### config.mk
export PLATFORM = sky130hd
export DESIGN_NAME = fetch_ctrl_flat
export DESIGN_NICKNAME = d
export VERILOG_FILES = /design/src/rtl/fetch_pkg.sv /design/src/rtl/fetch_if.sv /design/src/rtl/fetch_queue.sv /design/src/rtl/fetch_ctrl.sv /design/src/flat_wrapper.sv
export SDC_FILE = /design/constraint.sdc
export NUM_CORES = 1
export LEC_CHECK = 0
export ABC_AREA = 0
export CAP_MARGIN = 20
export CORE_UTILIZATION = 38
export DETAILED_ROUTE_END_ITERATION = 6
export DONT_BUFFER_PORTS = 1
export PLACE_DENSITY = 0.63
export SLEW_MARGIN = 15
export SYNTH_ARGS = -nofsm -noshare
export SYNTH_HDL_FRONTEND = slang
export SYNTH_HIERARCHICAL = 1
export SYNTH_SLANG_ARGS = --single-unit
export TNS_END_PERCENT = 5
### constraint.sdc
create_clock -name clk -period 4 [get_ports clk]
set_input_delay 0.2 -clock clk [delete_from_list [all_inputs] [get_ports clk]]
set_output_delay 0.2 -clock clk [all_outputs]
set_load 0.02 [all_outputs]
### src/rtl/fetch_pkg.sv
// Shared types and constants for the instruction-fetch slice.
// Entry layout, queue depth, run/halt state and the NOP filler.
package fetch_pkg;

  localparam int unsigned FQ_DEPTH = 2;
  localparam logic [31:0] NOP_INSTR = 32'h0000_0013;

  typedef struct packed {
    logic [31:0] pc;
    logic [31:0] instr;
  } fetch_entry_t;

  typedef enum logic {
    RUN,
    HALTED
  } fstate_t;

  function automatic logic [31:0] word_align(
    input logic [31:0] a
  );
    return {a[31:2], 2'b00};
  endfunction

endpackage

### src/rtl/fetch_if.sv
// Fetch-side buses: icache read port and the valid/ready port to decode.
// master = fetch_ctrl, slave = icache + decode environment.
interface fetch_if;

  logic        ic_en;
  logic [31:0] ic_addr;
  logic [31:0] ic_rdata;
  logic        ic_rvalid;

  logic        out_valid;
  logic [31:0] out_pc;
  logic [31:0] out_instr;
  logic        out_ready;

  modport master (
    output ic_en,
    output ic_addr,
    input  ic_rdata,
    input  ic_rvalid,
    output out_valid,
    output out_pc,
    output out_instr,
    input  out_ready
  );

  modport slave (
    input  ic_en,
    input  ic_addr,
    output ic_rdata,
    output ic_rvalid,
    input  out_valid,
    input  out_pc,
    input  out_instr,
    output out_ready
  );

endinterface

### src/rtl/fetch_queue.sv
// Two-entry {pc, instr} FIFO toward decode; head registered, no bypass.
// Flush wins over push and pop.
module fetch_queue
  import fetch_pkg::*;
#(
  parameter logic [31:0] RESET_PC = 32'h0000_0000,
  parameter logic [31:0] NOP      = NOP_INSTR
) (
  input  logic         clk,
  input  logic         rst_n,
  input  logic         flush_i,
  input  logic         push_i,
  input  logic         pop_i,
  input  fetch_entry_t din_i,
  output fetch_entry_t head_o,
  output logic         valid_o,
  output logic [1:0]   count_o
);

  fetch_entry_t e0_q, e0_d;
  fetch_entry_t e1_q, e1_d;
  logic [1:0]   cnt_q, cnt_d;
  logic         do_push, do_pop;

  assign do_push = push_i && (cnt_q != 2'(FQ_DEPTH) || pop_i);
  assign do_pop  = pop_i && (cnt_q != 2'd0);

  always_comb begin
    e0_d  = e0_q;
    e1_d  = e1_q;
    cnt_d = cnt_q;
    if (flush_i) begin
      cnt_d = 2'd0;
    end else begin
      unique case ({do_push, do_pop})
        2'b10: begin
          if (cnt_q == 2'd0) e0_d = din_i;
          else               e1_d = din_i;
          cnt_d = cnt_q + 2'd1;
        end
        2'b01: begin
          e0_d  = e1_q;
          cnt_d = cnt_q - 2'd1;
        end
        2'b11: begin
          // Head leaves while the new entry lands behind the survivor.
          if (cnt_q == 2'd1) begin
            e0_d = din_i;
          end else begin
            e0_d = e1_q;
            e1_d = din_i;
          end
        end
        default: ;
      endcase
    end
  end

  always_ff @(posedge clk) begin
    if (!rst_n) begin
      e0_q  <= '{pc: RESET_PC, instr: NOP};
      e1_q  <= '{pc: RESET_PC, instr: NOP};
      cnt_q <= 2'd0;
    end else begin
      e0_q  <= e0_d;
      e1_q  <= e1_d;
      cnt_q <= cnt_d;
    end
  end

  assign valid_o      = (cnt_q != 2'd0);
  assign count_o      = cnt_q;
  assign head_o.pc    = e0_q.pc;
  assign head_o.instr = valid_o ? e0_q.instr : NOP;

endmodule

### src/rtl/fetch_ctrl.sv
// Fetch sequencer: PC generation, single in-flight icache read,
// redirect squash, halt gating and the decode-side queue.
module fetch_ctrl
  import fetch_pkg::*;
#(
  parameter logic [31:0] RESET_PC = 32'h0000_0000,
  parameter logic [31:0] NOP      = NOP_INSTR
) (
  input  logic        clk,
  input  logic        rst_n,
  input  logic        halt,
  input  logic        redirect_valid,
  input  logic [31:0] redirect_pc,
  fetch_if.master     bus,
  output logic        err_spurious
);

  logic [31:0]  fetch_pc_q, fetch_pc_d;
  logic         inflight_q, inflight_d;
  logic [31:0]  inflight_pc_q, inflight_pc_d;
  logic         err_q, err_d;

  fstate_t      state;
  logic [31:0]  pc_r;
  logic [1:0]   count;
  logic [2:0]   occ;
  logic         pop, push, issue;
  fetch_entry_t head;
  fetch_entry_t din;

  // halt acts in the same cycle, so the run/halt state is decoded, not stored.
  assign state = halt ? HALTED : RUN;
  assign pc_r  = word_align(redirect_pc);
  assign pop   = bus.out_valid & bus.out_ready;
  assign occ   = {1'b0, count} + {2'b0, inflight_q} - {2'b0, pop};

  assign issue = rst_n && (state == RUN)
              && (redirect_valid || occ < 3'(FQ_DEPTH));

  assign bus.ic_en   = issue;
  assign bus.ic_addr = redirect_valid ? pc_r : fetch_pc_q;

  assign push      = bus.ic_rvalid & inflight_q & ~redirect_valid;
  assign din.pc    = inflight_pc_q;
  assign din.instr = bus.ic_rdata;

  always_comb begin
    fetch_pc_d    = fetch_pc_q;
    inflight_d    = inflight_q;
    inflight_pc_d = inflight_pc_q;
    err_d         = err_q | (bus.ic_rvalid & ~inflight_q);
    if (issue) begin
      fetch_pc_d    = bus.ic_addr + 32'd4;
      inflight_d    = 1'b1;
      inflight_pc_d = bus.ic_addr;
    end else if (redirect_valid) begin
      fetch_pc_d = pc_r;
      inflight_d = 1'b0;
    end else if (bus.ic_rvalid) begin
      inflight_d = 1'b0;
    end
  end

  always_ff @(posedge clk) begin
    if (!rst_n) begin
      fetch_pc_q    <= RESET_PC;
      inflight_q    <= 1'b0;
      inflight_pc_q <= RESET_PC;
      err_q         <= 1'b0;
    end else begin
      fetch_pc_q    <= fetch_pc_d;
      inflight_q    <= inflight_d;
      inflight_pc_q <= inflight_pc_d;
      err_q         <= err_d;
    end
  end

  fetch_queue #(
    .RESET_PC (RESET_PC),
    .NOP      (NOP)
  ) u_fq (
    .clk     (clk),
    .rst_n   (rst_n),
    .flush_i (redirect_valid),
    .push_i  (push),
    .pop_i   (pop & ~redirect_valid),
    .din_i   (din),
    .head_o  (head),
    .valid_o (bus.out_valid),
    .count_o (count)
  );

  assign bus.out_pc    = head.pc;
  assign bus.out_instr = head.instr;
  assign err_spurious  = err_q;

endmodule

### src/flat_wrapper.sv
// flat-port wrapper written by rule: the top's interface ports become plain ports
module fetch_ctrl_flat import fetch_pkg::*;
#(
  parameter logic [31:0] RESET_PC = 32'h0000_0000,
  parameter logic [31:0] NOP      = NOP_INSTR
)
  (clk, rst_n, halt, redirect_valid, redirect_pc, err_spurious, bus_ic_en, bus_ic_addr, bus_ic_rdata, bus_ic_rvalid, bus_out_valid, bus_out_pc, bus_out_instr, bus_out_ready);
  fetch_if bus_i ();
  input  logic clk;
  input  logic rst_n;
  input  logic halt;
  input  logic redirect_valid;
  input  logic [31:0] redirect_pc;
  output logic err_spurious;
  output wire logic [$bits(bus_i.ic_en)-1:0] bus_ic_en;
  output wire logic [$bits(bus_i.ic_addr)-1:0] bus_ic_addr;
  input wire logic [$bits(bus_i.ic_rdata)-1:0] bus_ic_rdata;
  input wire logic [$bits(bus_i.ic_rvalid)-1:0] bus_ic_rvalid;
  output wire logic [$bits(bus_i.out_valid)-1:0] bus_out_valid;
  output wire logic [$bits(bus_i.out_pc)-1:0] bus_out_pc;
  output wire logic [$bits(bus_i.out_instr)-1:0] bus_out_instr;
  input wire logic [$bits(bus_i.out_ready)-1:0] bus_out_ready;
  assign bus_ic_en = bus_i.ic_en;
  assign bus_ic_addr = bus_i.ic_addr;
  assign bus_i.ic_rdata = bus_ic_rdata;
  assign bus_i.ic_rvalid = bus_ic_rvalid;
  assign bus_out_valid = bus_i.out_valid;
  assign bus_out_pc = bus_i.out_pc;
  assign bus_out_instr = bus_i.out_instr;
  assign bus_i.out_ready = bus_out_ready;
  fetch_ctrl #(.RESET_PC(RESET_PC), .NOP(NOP)) u_core (.clk(clk), .rst_n(rst_n), .halt(halt), .redirect_valid(redirect_valid), .redirect_pc(redirect_pc), .bus(bus_i), .err_spurious(err_spurious));
endmodule
==> out/metrics.csv <==
metric;value;unit
synth_cell_type_count;68;
crit_type;register to register;
finalInstanceArea;0.0114;mm²
final_common_cell;dfxtp_1;
drive_above_1_share;12.7;%
hold_viol;0;
grt_pass1_wl;48.7;mm
synthesis.area;0.0106;mm²
grt_overflow_total;0;
core_area;0.0272;mm²
synth_edf_count;0;
critPathBufInv;5;
ir_drop;241;µV
avgSynthCellArea;8.99;µm²
cap_violations;0;
cts_htree_levels;4;
vias_per_cell;6.08;
path_cells;inv_1, ha_1, inv_1, and2_1, nor2b_1, o21ai_0, inv_1, ha_1, nor2b_4, buf_4, o211ai_1, nand3_1, dlygate4sd3_1;
crit_top_cell;inv_1;
synthArstFlopShare;0;%
clock_latency;0.44;ns
r2r_start;u_core/u_fq/count_o[1];
final_nets;1168;
tightest_slew;0.955;ns
synth_top_area_share;37.1;%
cp_slowest_cell;buf_4;
ant_nets;0;
grt_max_degree;84;
start_util;39.0;%
layoutNonFillerInstCount;1473;
clock-sinks;196;
cp.required;4.37;ns
port_buffers;0;
synth-seq-cells;196;
final-seq-area;0.00392;mm²
r2r_setup_slack;0.23;ns
rsz0062_at_grt;no;
root_buffer;clkbuf_16;
ff2ff_path_depth;13;
remaining_drc_errors;0;
leakage;0.00378;µW
setup_viol;0;
cts_max_path_buffers;2;
die_h;169;µm
fillCellCount;2717;
grt_pass1_vias;8650;
fmax;265;MHz
place_area;0.0104;mm²
post-cts-setup-buffer-count;0;
fp.dieArea;0.0285;mm²
yosys_warnings;6;
synth.area.top_cells;dfxtp_1 (37%), o211ai_1 (9.1%), a311oi_2 (7.1%);
wl;30.6;mm
wl_per_cell;20.8;µm
whs;0.0176;ns
place_congestion;0.806;
io_pins;169;
vias;8955;
syn-num-nets;1258;
n_antenna_cell;0;
fin_crit_sh;94.3;%
hold_path.class;input pin to register;
drv_slew;0;
dieWidth;169;µm
grtUsageTotal;21.4;%
crit_path_max_fanout;64;
dr.pass1.iters;5;
drtIter0Drc;930;
power_density;386;mW/mm²
hpwl;17.8;mm
multi_input_area;0.00563;mm²
synthFlopType;dfxtp_1;
arrival;4.15;ns
start_kind;register;
area_delta_synth_final;8.07;%
cts_tree;built;
status;complete, no violations;
slew_headroom;36.3;%
cts_inserted_buffers;17;
placed_cells;1403;
rows;60;
final_cell_mix;dfxtp_1 (196), o211ai_1 (129), a21oi_1 (127);
finalCriticalPeriod;3.77;ns
cp-startpoint;u_core/u_fq/count_o[1];
clkTransAtPathRegs;0.07;ns
setup_tns;0;ns
cp.depth;13;
worstSetupEndpoint;u_core/u_fq/e1_q[4];
end_kind;register;
synth_seq_area_share;37.1;%
cp_top_family;buffers and inverters;
r2r-end;u_core/u_fq/e1_q[4];
antenna_found_initial;1;
cp_slowest_stage_delay;0.62;ns
synth_top_cell_by_area;dfxtp_1;
finalClockSkew;0.0176;ns
syn_inst;1178;
## state kept, by name (all words and copies together) (netlist names)
register and count:
u_core/fetch_pc_q 32, u_core/u_fq/e1_q 64, u_core/inflight_pc_q 32, u_core/inflight_q 1
u_core/u_fq/head_o 32, u_core/u_fq/count_o 2, u_core/err_spurious 1, u_core/u_fq/e0_q 32
## per-layer routing
layer / track usage, % / vias to the layer above / share of wire, %
met2: 32.9 / 333 / 44
met1: 28.9 / 4331 / 46
met3: 5.56 / 31 / 8.0
met5: 0 / - / 0
li1: - / 4260 / -
met4: 7.27 / 0 / 1.9
## timing repair
item,in CTS,in global routing
setup endpoints to repair,0,1
gates resized for setup,0,1
hold buffers,38,0
hold endpoints to repair,132,0
## area by class of cell
| class | instances | area share (%) |
|---|---|---|
| well taps | 372 | 4.07 |
| inverters | 41 | 1.38 |
| clock inverters | 14 | 1.66 |
| multi-input cells | 768 | 49.2 |
| clock buffers | 18 | 3.84 |
| flip-flops and latches | 196 | 34.3 |
| repair buffers | 64 | 5.51 |
## synth_stat cells (all sizes together), types with 6 or more instances
master	instances
and3	8
mux2i	25
o211ai	129
nand3	20
a21oi	128
nor2b	40
o211a	19
o41ai	13
nand4	6
o31ai	65
a31oi	7
clkbuf	75
o21ai	86
a311oi	61
buf	98
nor2	9
or3	8
dfxtp	196
ha	9
nand2	51
and2	10
o311ai	13
a21boi	7
inv	40
## worst min-delay path by stage
stage,from,endpoint,slack (ns),depth (start not counted)
floorplan,rst_n,u_core/u_fq/e1_q[0],0.27,1
global placement,rst_n,u_core/u_fq/e1_q[1],0.29,1
detailed placement,rst_n,u_core/u_fq/e1_q[4],0.29,1
CTS,halt,u_core/fetch_pc_q[2],0.001,2
global route,redirect_pc[28],u_core/fetch_pc_q[28],0.002,3
finish,halt,u_core/fetch_pc_q[2],0.02,2
## where the power goes
group / internal, µW / switching [µW] / leakage, µW
logic: 157 / 302 / 0.00187
registers: 2020 / 75.1 / 0.00159
clock network: 1030 / 826 / 0.000311
total: 3210 / 1200 / 0.00378
## through the flow
stage	util, %	total power [µW]	setup slack [ns]
CTS	42.1	4450	0.0399
global placement	38.3	2540	0.578
floorplan	-	2480	0.437
finish	42.1	4410	0.226
global route	42.1	4570	0.0231
detailed placement	38.3	2550	0.498
## kinds of logic after synthesis
kind of cell / share of synthesized area (%)
buf+inv: 10.4
compound gates: 38.4
simple gates: 9.76
flops: 37.1
xor+xnor: 0.496
mux: 2.61
fa+ha+maj: 1.25
(Power assumes the default switching activity.)
